### src/rtl/fetch_pkg.sv
// Shared types and helpers for the instruction prefetch buffer.
// Holds the buffered {pc, instr} entry type, the fetch word size and the
// width helper for occupancy/credit counters (enough bits to hold DEPTH).
package fetch_pkg;

   localparam int WORD_BYTES = 4;

   typedef struct packed {
      logic [31:0] pc;
      logic [31:0] instr;
   } fetch_entry_t;

   // Counters must represent 0..DEPTH inclusive.
   function automatic int cnt_width(input int depth);
      return $clog2(depth) + 1;
   endfunction

endpackage

### src/rtl/fetch_fifo.sv
// Purpose: in-order DEPTH-entry buffer of fetched {pc, instr} words.
// Latency: a push at edge t is visible at rd_dat after edge t; head is read from storage registers.
// Backpressure: pushes while full are ignored unless a pop happens in the same cycle; flush wins over push/pop.
// Ports: push/wr_dat write side, pop/rd_dat read side, flush clears all, count = occupancy, not_empty = head valid.
module fetch_fifo
   import fetch_pkg::*;
#(
   parameter int DEPTH = 4
) (
   input  logic                           clk,
   input  logic                           rst_n,
   input  logic                           flush,
   input  logic                           push,
   input  fetch_entry_t                   wr_dat,
   input  logic                           pop,
   output fetch_entry_t                   rd_dat,
   output logic                           not_empty,
   output logic [cnt_width(DEPTH)-1:0]    count
);

   localparam int AW = $clog2(DEPTH);
   localparam int CW = cnt_width(DEPTH);
   localparam logic [CW-1:0] FULL = CW'(DEPTH);

   fetch_entry_t  mem_q [DEPTH];
   logic [AW-1:0] rd_ptr_q;
   logic [AW-1:0] wr_ptr_q;
   logic [CW-1:0] count_q;
   logic          do_pop;
   logic          do_push;

   always_comb begin
      do_pop  = pop & (count_q != '0) & ~flush;
      do_push = push & ~flush & ((count_q != FULL) | do_pop);
   end

   always_ff @(posedge clk or negedge rst_n) begin
      if (!rst_n) begin
         for (int i = 0; i < DEPTH; i++) begin
            mem_q[i] <= '0;
         end
         rd_ptr_q <= '0;
         wr_ptr_q <= '0;
         count_q  <= '0;
      end else if (flush) begin
         rd_ptr_q <= '0;
         wr_ptr_q <= '0;
         count_q  <= '0;
      end else begin
         if (do_push) begin
            mem_q[wr_ptr_q] <= wr_dat;
            wr_ptr_q        <= wr_ptr_q + AW'(1);
         end
         if (do_pop) begin
            rd_ptr_q <= rd_ptr_q + AW'(1);
         end
         count_q <= count_q + CW'(do_push) - CW'(do_pop);
      end
   end

   assign rd_dat    = mem_q[rd_ptr_q];
   assign not_empty = (count_q != '0);
   assign count     = count_q;

endmodule

### src/rtl/imem_prefetch_buffer.sv
// Purpose: sequential instruction prefetcher between a multi-cycle imem and decode, with redirect flush.
// Latency: response at edge t visible at instr_* after edge t; first request after a redirect valid the next cycle.
// Backpressure: requests issue only while buffer room covers every kept in-flight word; a request holds until accepted.
// Ports: redirect/redirect_pc (restart fetch), mem_req_* (valid/ready request), mem_rsp_* (in-order responses),
//        instr_* (valid/ready head entry). Optional macro PREFETCH_STATS_EN adds stat_fetched/stat_dropped.
module imem_prefetch_buffer
   import fetch_pkg::*;
#(
   parameter int          DEPTH           = 4,
   parameter int          MAX_OUTSTANDING = 2,
   parameter logic [31:0] RESET_PC        = 32'h0000_0000
) (
   input  logic        clk,
   input  logic        rst_n,
   input  logic        redirect,
   input  logic [31:0] redirect_pc,
   output logic        mem_req_valid,
   input  logic        mem_req_ready,
   output logic [31:0] mem_req_addr,
   input  logic        mem_rsp_valid,
   input  logic [31:0] mem_rsp_data,
   output logic        instr_valid,
   input  logic        instr_ready,
   output logic [31:0] instr_pc,
   output logic [31:0] instr_data
`ifdef PREFETCH_STATS_EN
   ,
   output logic [31:0] stat_fetched,
   output logic [31:0] stat_dropped
`endif
);

   localparam int CW  = cnt_width(DEPTH);
   localparam int CW1 = CW + 1;
   localparam logic [CW-1:0]  MAX_OS  = CW'(MAX_OUTSTANDING);
   localparam logic [CW1-1:0] DEPTH_W = CW1'(DEPTH);
   localparam logic [31:0]    STEP    = 32'(WORD_BYTES);

   logic [31:0]   fetch_addr_q, fetch_addr_d;
   logic [31:0]   pc_next_rsp_q, pc_next_rsp_d;
   logic [31:0]   stale_addr_q, stale_addr_d;
   logic [CW-1:0] outstanding_q, outstanding_d;
   logic [CW-1:0] drop_cnt_q, drop_cnt_d;
   logic          hold_q, hold_d;
   logic          stale_q, stale_d;
   logic          run_q;

   logic [CW-1:0] fifo_count;
   logic          acc, pend, issue_ok, drop_now, keep, pop;
   logic [31:0]   target;
   fetch_entry_t  push_entry, head;

   always_comb begin
      target = redirect_pc & ~32'h3;

      // Kept in-flight words are outstanding minus those already marked for drop;
      // compared as outstanding + count < DEPTH + drop so a pending stale request
      // (counted in drop but not yet in outstanding) cannot underflow.
      issue_ok = run_q & ~redirect & (outstanding_q < MAX_OS) &
                 (({1'b0, outstanding_q} + {1'b0, fifo_count}) < (DEPTH_W + {1'b0, drop_cnt_q}));

      mem_req_valid = hold_q | issue_ok;
      // A request orphaned by a redirect keeps its old address until accepted.
      mem_req_addr  = stale_q ? stale_addr_q : fetch_addr_q;

      acc  = mem_req_valid & mem_req_ready;
      pend = mem_req_valid & ~mem_req_ready;

      drop_now = mem_rsp_valid & (redirect | (drop_cnt_q != '0));
      keep     = mem_rsp_valid & ~drop_now;
      pop      = instr_valid & instr_ready & ~redirect;

      outstanding_d = outstanding_q + CW'(acc) - CW'(mem_rsp_valid);
      hold_d        = pend;
      stale_d       = pend & (redirect | stale_q);
      stale_addr_d  = (redirect & pend) ? mem_req_addr : stale_addr_q;

      fetch_addr_d = fetch_addr_q;
      if (redirect) begin
         fetch_addr_d = target;
      end else if (acc & ~stale_q) begin
         fetch_addr_d = fetch_addr_q + STEP;
      end

      pc_next_rsp_d = pc_next_rsp_q;
      if (redirect) begin
         pc_next_rsp_d = target;
      end else if (keep) begin
         pc_next_rsp_d = pc_next_rsp_q + STEP;
      end

      drop_cnt_d = drop_cnt_q;
      if (redirect) begin
         // Everything still in flight after this edge belongs to the old stream.
         drop_cnt_d = outstanding_d + CW'(pend);
      end else if (mem_rsp_valid & (drop_cnt_q != '0)) begin
         drop_cnt_d = drop_cnt_q - CW'(1);
      end

      push_entry = '{pc: pc_next_rsp_q, instr: mem_rsp_data};
   end

   always_ff @(posedge clk or negedge rst_n) begin
      if (!rst_n) begin
         fetch_addr_q  <= RESET_PC;
         pc_next_rsp_q <= RESET_PC;
         stale_addr_q  <= '0;
         outstanding_q <= '0;
         drop_cnt_q    <= '0;
         hold_q        <= 1'b0;
         stale_q       <= 1'b0;
         run_q         <= 1'b0;
      end else begin
         fetch_addr_q  <= fetch_addr_d;
         pc_next_rsp_q <= pc_next_rsp_d;
         stale_addr_q  <= stale_addr_d;
         outstanding_q <= outstanding_d;
         drop_cnt_q    <= drop_cnt_d;
         hold_q        <= hold_d;
         stale_q       <= stale_d;
         run_q         <= 1'b1;
      end
   end

   fetch_fifo #(
      .DEPTH (DEPTH)
   ) u_fifo (
      .clk       (clk),
      .rst_n     (rst_n),
      .flush     (redirect),
      .push      (keep),
      .wr_dat    (push_entry),
      .pop       (pop),
      .rd_dat    (head),
      .not_empty (instr_valid),
      .count     (fifo_count)
   );

   assign instr_pc   = head.pc;
   assign instr_data = head.instr;

`ifdef PREFETCH_STATS_EN
   logic [31:0] stat_fetched_q, stat_fetched_d;
   logic [31:0] stat_dropped_q, stat_dropped_d;
   logic [32:0] fetched_sum, dropped_sum;

   always_comb begin
      fetched_sum    = {1'b0, stat_fetched_q} + 33'(keep);
      dropped_sum    = {1'b0, stat_dropped_q} + 33'(drop_now) +
                       (redirect ? 33'(fifo_count) : 33'd0);
      stat_fetched_d = fetched_sum[32] ? 32'hFFFF_FFFF : fetched_sum[31:0];
      stat_dropped_d = dropped_sum[32] ? 32'hFFFF_FFFF : dropped_sum[31:0];
   end

   always_ff @(posedge clk or negedge rst_n) begin
      if (!rst_n) begin
         stat_fetched_q <= '0;
         stat_dropped_q <= '0;
      end else begin
         stat_fetched_q <= stat_fetched_d;
         stat_dropped_q <= stat_dropped_d;
      end
   end

   assign stat_fetched = stat_fetched_q;
   assign stat_dropped = stat_dropped_q;
`endif

endmodule

### config.mk
export PLATFORM = sky130hd
export DESIGN_NAME = imem_prefetch_buffer
export DESIGN_NICKNAME = d
export VERILOG_FILES = /design/src/rtl/fetch_pkg.sv /design/src/rtl/fetch_fifo.sv /design/src/rtl/imem_prefetch_buffer.sv
export SDC_FILE = /design/constraint.sdc
export NUM_CORES = 1
export LEC_CHECK = 0
export BUFFER_PORTS_ARGS = -buffer_cell sky130_fd_sc_hd__clkbuf_2
export CELL_PAD_IN_SITES_DETAIL_PLACEMENT = 2
export CELL_PAD_IN_SITES_GLOBAL_PLACEMENT = 2
export CORE_MARGIN = 2
export CORE_UTILIZATION = 40
export CTS_CLUSTER_DIAMETER = 150
export DETAILED_ROUTE_END_ITERATION = 10
export HOLD_SLACK_MARGIN = 0.12
export PLACE_DENSITY = 0.77
export SLEW_MARGIN = 10
export SYNTH_ARGS = -nofsm -noshare
export SYNTH_HDL_FRONTEND = slang
export SYNTH_SLANG_ARGS = --single-unit
export TNS_END_PERCENT = 10
### constraint.sdc
create_clock -name clk -period 4.5 [get_ports clk]
set_clock_uncertainty 0.05 [all_clocks]
set_input_delay 1.35 -clock clk [delete_from_list [all_inputs] [get_ports clk]]
set_output_delay 1.35 -clock clk [all_outputs]
set_load 0.01 [all_outputs]
==> impl_metrics.env <==
export IMPL_status="finished clean"
export IMPL_die_x_um=209
export IMPL_synthCells=1188
export IMPL_met3_usage=0.0401
export IMPL_dieHeight_um=209
export IMPL_netlist_top_cells_count="dfrtp_1, mux2_2, mux4_2"
export IMPL_leakage_uw=0.00883
export IMPL_ys_seq_area_frac=0.530
export IMPL_cts_buffer_depth=3
export IMPL_drv_slew=0
export IMPL_drtPass1Iterations=4
export IMPL_setup_viol=0
export IMPL_cts_max_level=2
export IMPL_critical_path_class="flop to output port"
export IMPL_gp_congestion=0.765
export IMPL_grt_pass1_vias=12083
export IMPL_track_usage=0.207
export IMPL_grt_ovfl_total=0
export IMPL_timing_hold_ws_ns=0.442
export IMPL_hold_path_startpoint="stale_addr_q[0]"
export IMPL_slew_headroom=0.455
export IMPL_io_pins=168
export IMPL_hold_viol_final=0
export IMPL_min_path_type="flop to flop"
export IMPL_synthMostInstantiatedCell="dfrtp_1"
export IMPL_drive_gt1_frac=0.475
export IMPL_synth_top_area_share=0.530
export IMPL_syn_to_final_growth_pct=16.7
export IMPL_ys_async_sr_fraction=1.00
export IMPL_yosysTopAreaCell="dfrtp_1"
export IMPL_vias=10492
export IMPL_worstSetupStartpointType="flop"
export IMPL_drc=0
export IMPL_clk_latency_ns=0.56
export IMPL_met1_usage=0.269
export IMPL_cp_required_ns=3.10
export IMPL_synth_top_flop_cell="dfrtp_1"
export IMPL_antenna_found_initial=0
export IMPL_dieArea_um2=43700
export IMPL_top_usage_layer="met2"
export IMPL_cts_sink_count=356
export IMPL_postRouteAntennaNets=0
export IMPL_r2r_end="drop_cnt_q[2]"
export IMPL_drt_iter0_drc=333
export IMPL_finalCriticalPeriod_ns=4.26
export IMPL_wl_per_cell_um=22.8
export IMPL_post_cts_buffers=0
export IMPL_netlist_area_um2=16800
export IMPL_initial_core_util=0.403
export IMPL_ys_ff_latch=356
export IMPL_num_rows=75
export IMPL_met2_usage=0.361
export IMPL_antenna_cells=0
export IMPL_min_to="stale_addr_q[0]"
export IMPL_r2r_start="u_fifo.count[0]"
export IMPL_cts_resized=0
export IMPL_grt_first_pass_wirelength_mm=70.6
export IMPL_path_clk_slew_ns=0.06
export IMPL_tns_ns=0
export IMPL_syn_avg_cell_area_um2=14.1
export IMPL_synth_edf_count=0
export IMPL_reg2reg_slack_ns=0.57
export IMPL_yosysWarnings=0
export IMPL_max_freq_mhz=235
export IMPL_finalNetCount=1432
export IMPL_cts_tree="yes"
export IMPL_path_max_fanout=4
export IMPL_routed_wl_mm=43.4
export IMPL_powerDensity_nw_per_um2=565
export IMPL_synth_area_top_cells="dfrtp_1, mux2_2, mux4_2"
export IMPL_r2r_cells=16
export IMPL_portBuffers=163
export IMPL_hpwl_mm=28.4
export IMPL_rsz0062_at_grt="no"
export IMPL_ctsHoldBuffers=0
export IMPL_grt_max_degree=96
export IMPL_finalCritPeriodShare=0.947
export IMPL_via_per_inst=5.51
export IMPL_cp_arrival_ns=2.86
export IMPL_numCtsBuffers=42
export IMPL_cp_end_kind="output port"
export IMPL_tightest_slew_ns=0.817
export IMPL_synth_distinct_cells=60
export IMPL_cts_root_buf="clkbuf_16"
export IMPL_min_path_cells=1
export IMPL_drv_cap=0
export IMPL_ir_worst_vdd_uv=296
export IMPL_coreArea_um2=41800
-- layer usage --
layer / vias up / routed length (um)
li1: 4651 / -
met1: 5610 / 18900
met2: 178 / 22200
met3: 53 / 1690
met4: 0 / 642
met5: - / 0
-- worst max-delay path, cell delays in order (launching register included) --
cell and delay [ns]:
dfrtp_1 0.42, ha_1 0.22, fa_1 0.38, xor2_1 0.17, ha_1 0.28, o211ai_1 0.15
o211ai_4 0.23, and2_1 0.25, inv_1 0.10, clkbuf_2 0.13
-- flip-flops by register name, summed over array words and instances (netlist names) --
register	cells
u_fifo.count	3
u_fifo.mem_q	248
stale_q	1
u_fifo.wr_ptr_q	2
u_fifo.rd_ptr_q	2
outstanding_q	3
drop_cnt_q	3
pc_next_rsp_q	30
stale_addr_q	32
hold_q	1
run_q	1
fetch_addr_q	30
-- area by class of cell --
cell class              instances  area [um2]
clock buffers                  63        1250
clock inverters                 9         128
fillers                      4002       22100
inverters                      21        78.8
multi-input cells             733        7470
flip-flops and latches        356        8910
well taps                     539         674
repair buffers                184        1100
-- metrics by stage --
step                cell area (um2)   util  instances  worst slack [ns]  power (uW)
finish                        19600  0.470       1905             0.238       11100
CTS                           19600  0.470       1905             0.158       11300
global placement              18200  0.437       1833             0.500        7580
global route                  19600  0.470       1905          0.000115       11800
floorplan                     16800      -       1189             0.502        6500
detailed placement            18200  0.437       1833             0.442        7780
-- cells by family after synthesis --
logic type	after synthesis	share of synthesized area
buf+inv	100	0.0265
other cells	2	0.000447
mux	386	0.300
flops	356	0.530
fa+ha+maj	24	0.0192
simple gates	182	0.0587
compound gates	93	0.0419
xor+xnor	45	0.0234
-- how the worst max path moves through the flow --
stage / from / end / slack [ns] / depth (start not counted)
after global placement: redirect / drop_cnt_q[2] / 0.50 / 14
after detailed placement: redirect / drop_cnt_q[2] / 0.44 / 14
after floorplan: redirect / drop_cnt_q[2] / 0.50 / 15
after global routing: u_fifo.count[0] / mem_req_valid / 0.0001 / 9
final: u_fifo.count[0] / mem_req_valid / 0.24 / 9
after CTS: u_fifo.count[0] / mem_req_valid / 0.16 / 9
-- cell usage in the layout, fill, tap and decap left out, drive strengths merged, types with 5 or more instances in the layout --
cell     instances
dfrtp          356
mux2           320
clkbuf         225
mux4            62
nor2            37
nand2           32
a21oi           26
xnor2           23
xor2            22
inv             22
buf             22
ha              21
nand4           21
nand3           19
and2            12
and3            11
a31oi           11
nor3            10
a2111oi         10
nor2b            7
o31ai            7
o21ai            6
or4              6
or3              5
o21a             5
nand2b           5
and4             5
a311oi           5
clkinv           5
-- power by group --
group | internal [uW] | switching (uW) | leakage [uW]
Combinational | 1720 | 1500 | 0.00356
Sequential | 3900 | 547 | 0.00459
Clock | 2080 | 1330 | 0.000680
Total | 7700 | 3370 | 0.00883
(Power assumes the default switching activity.)
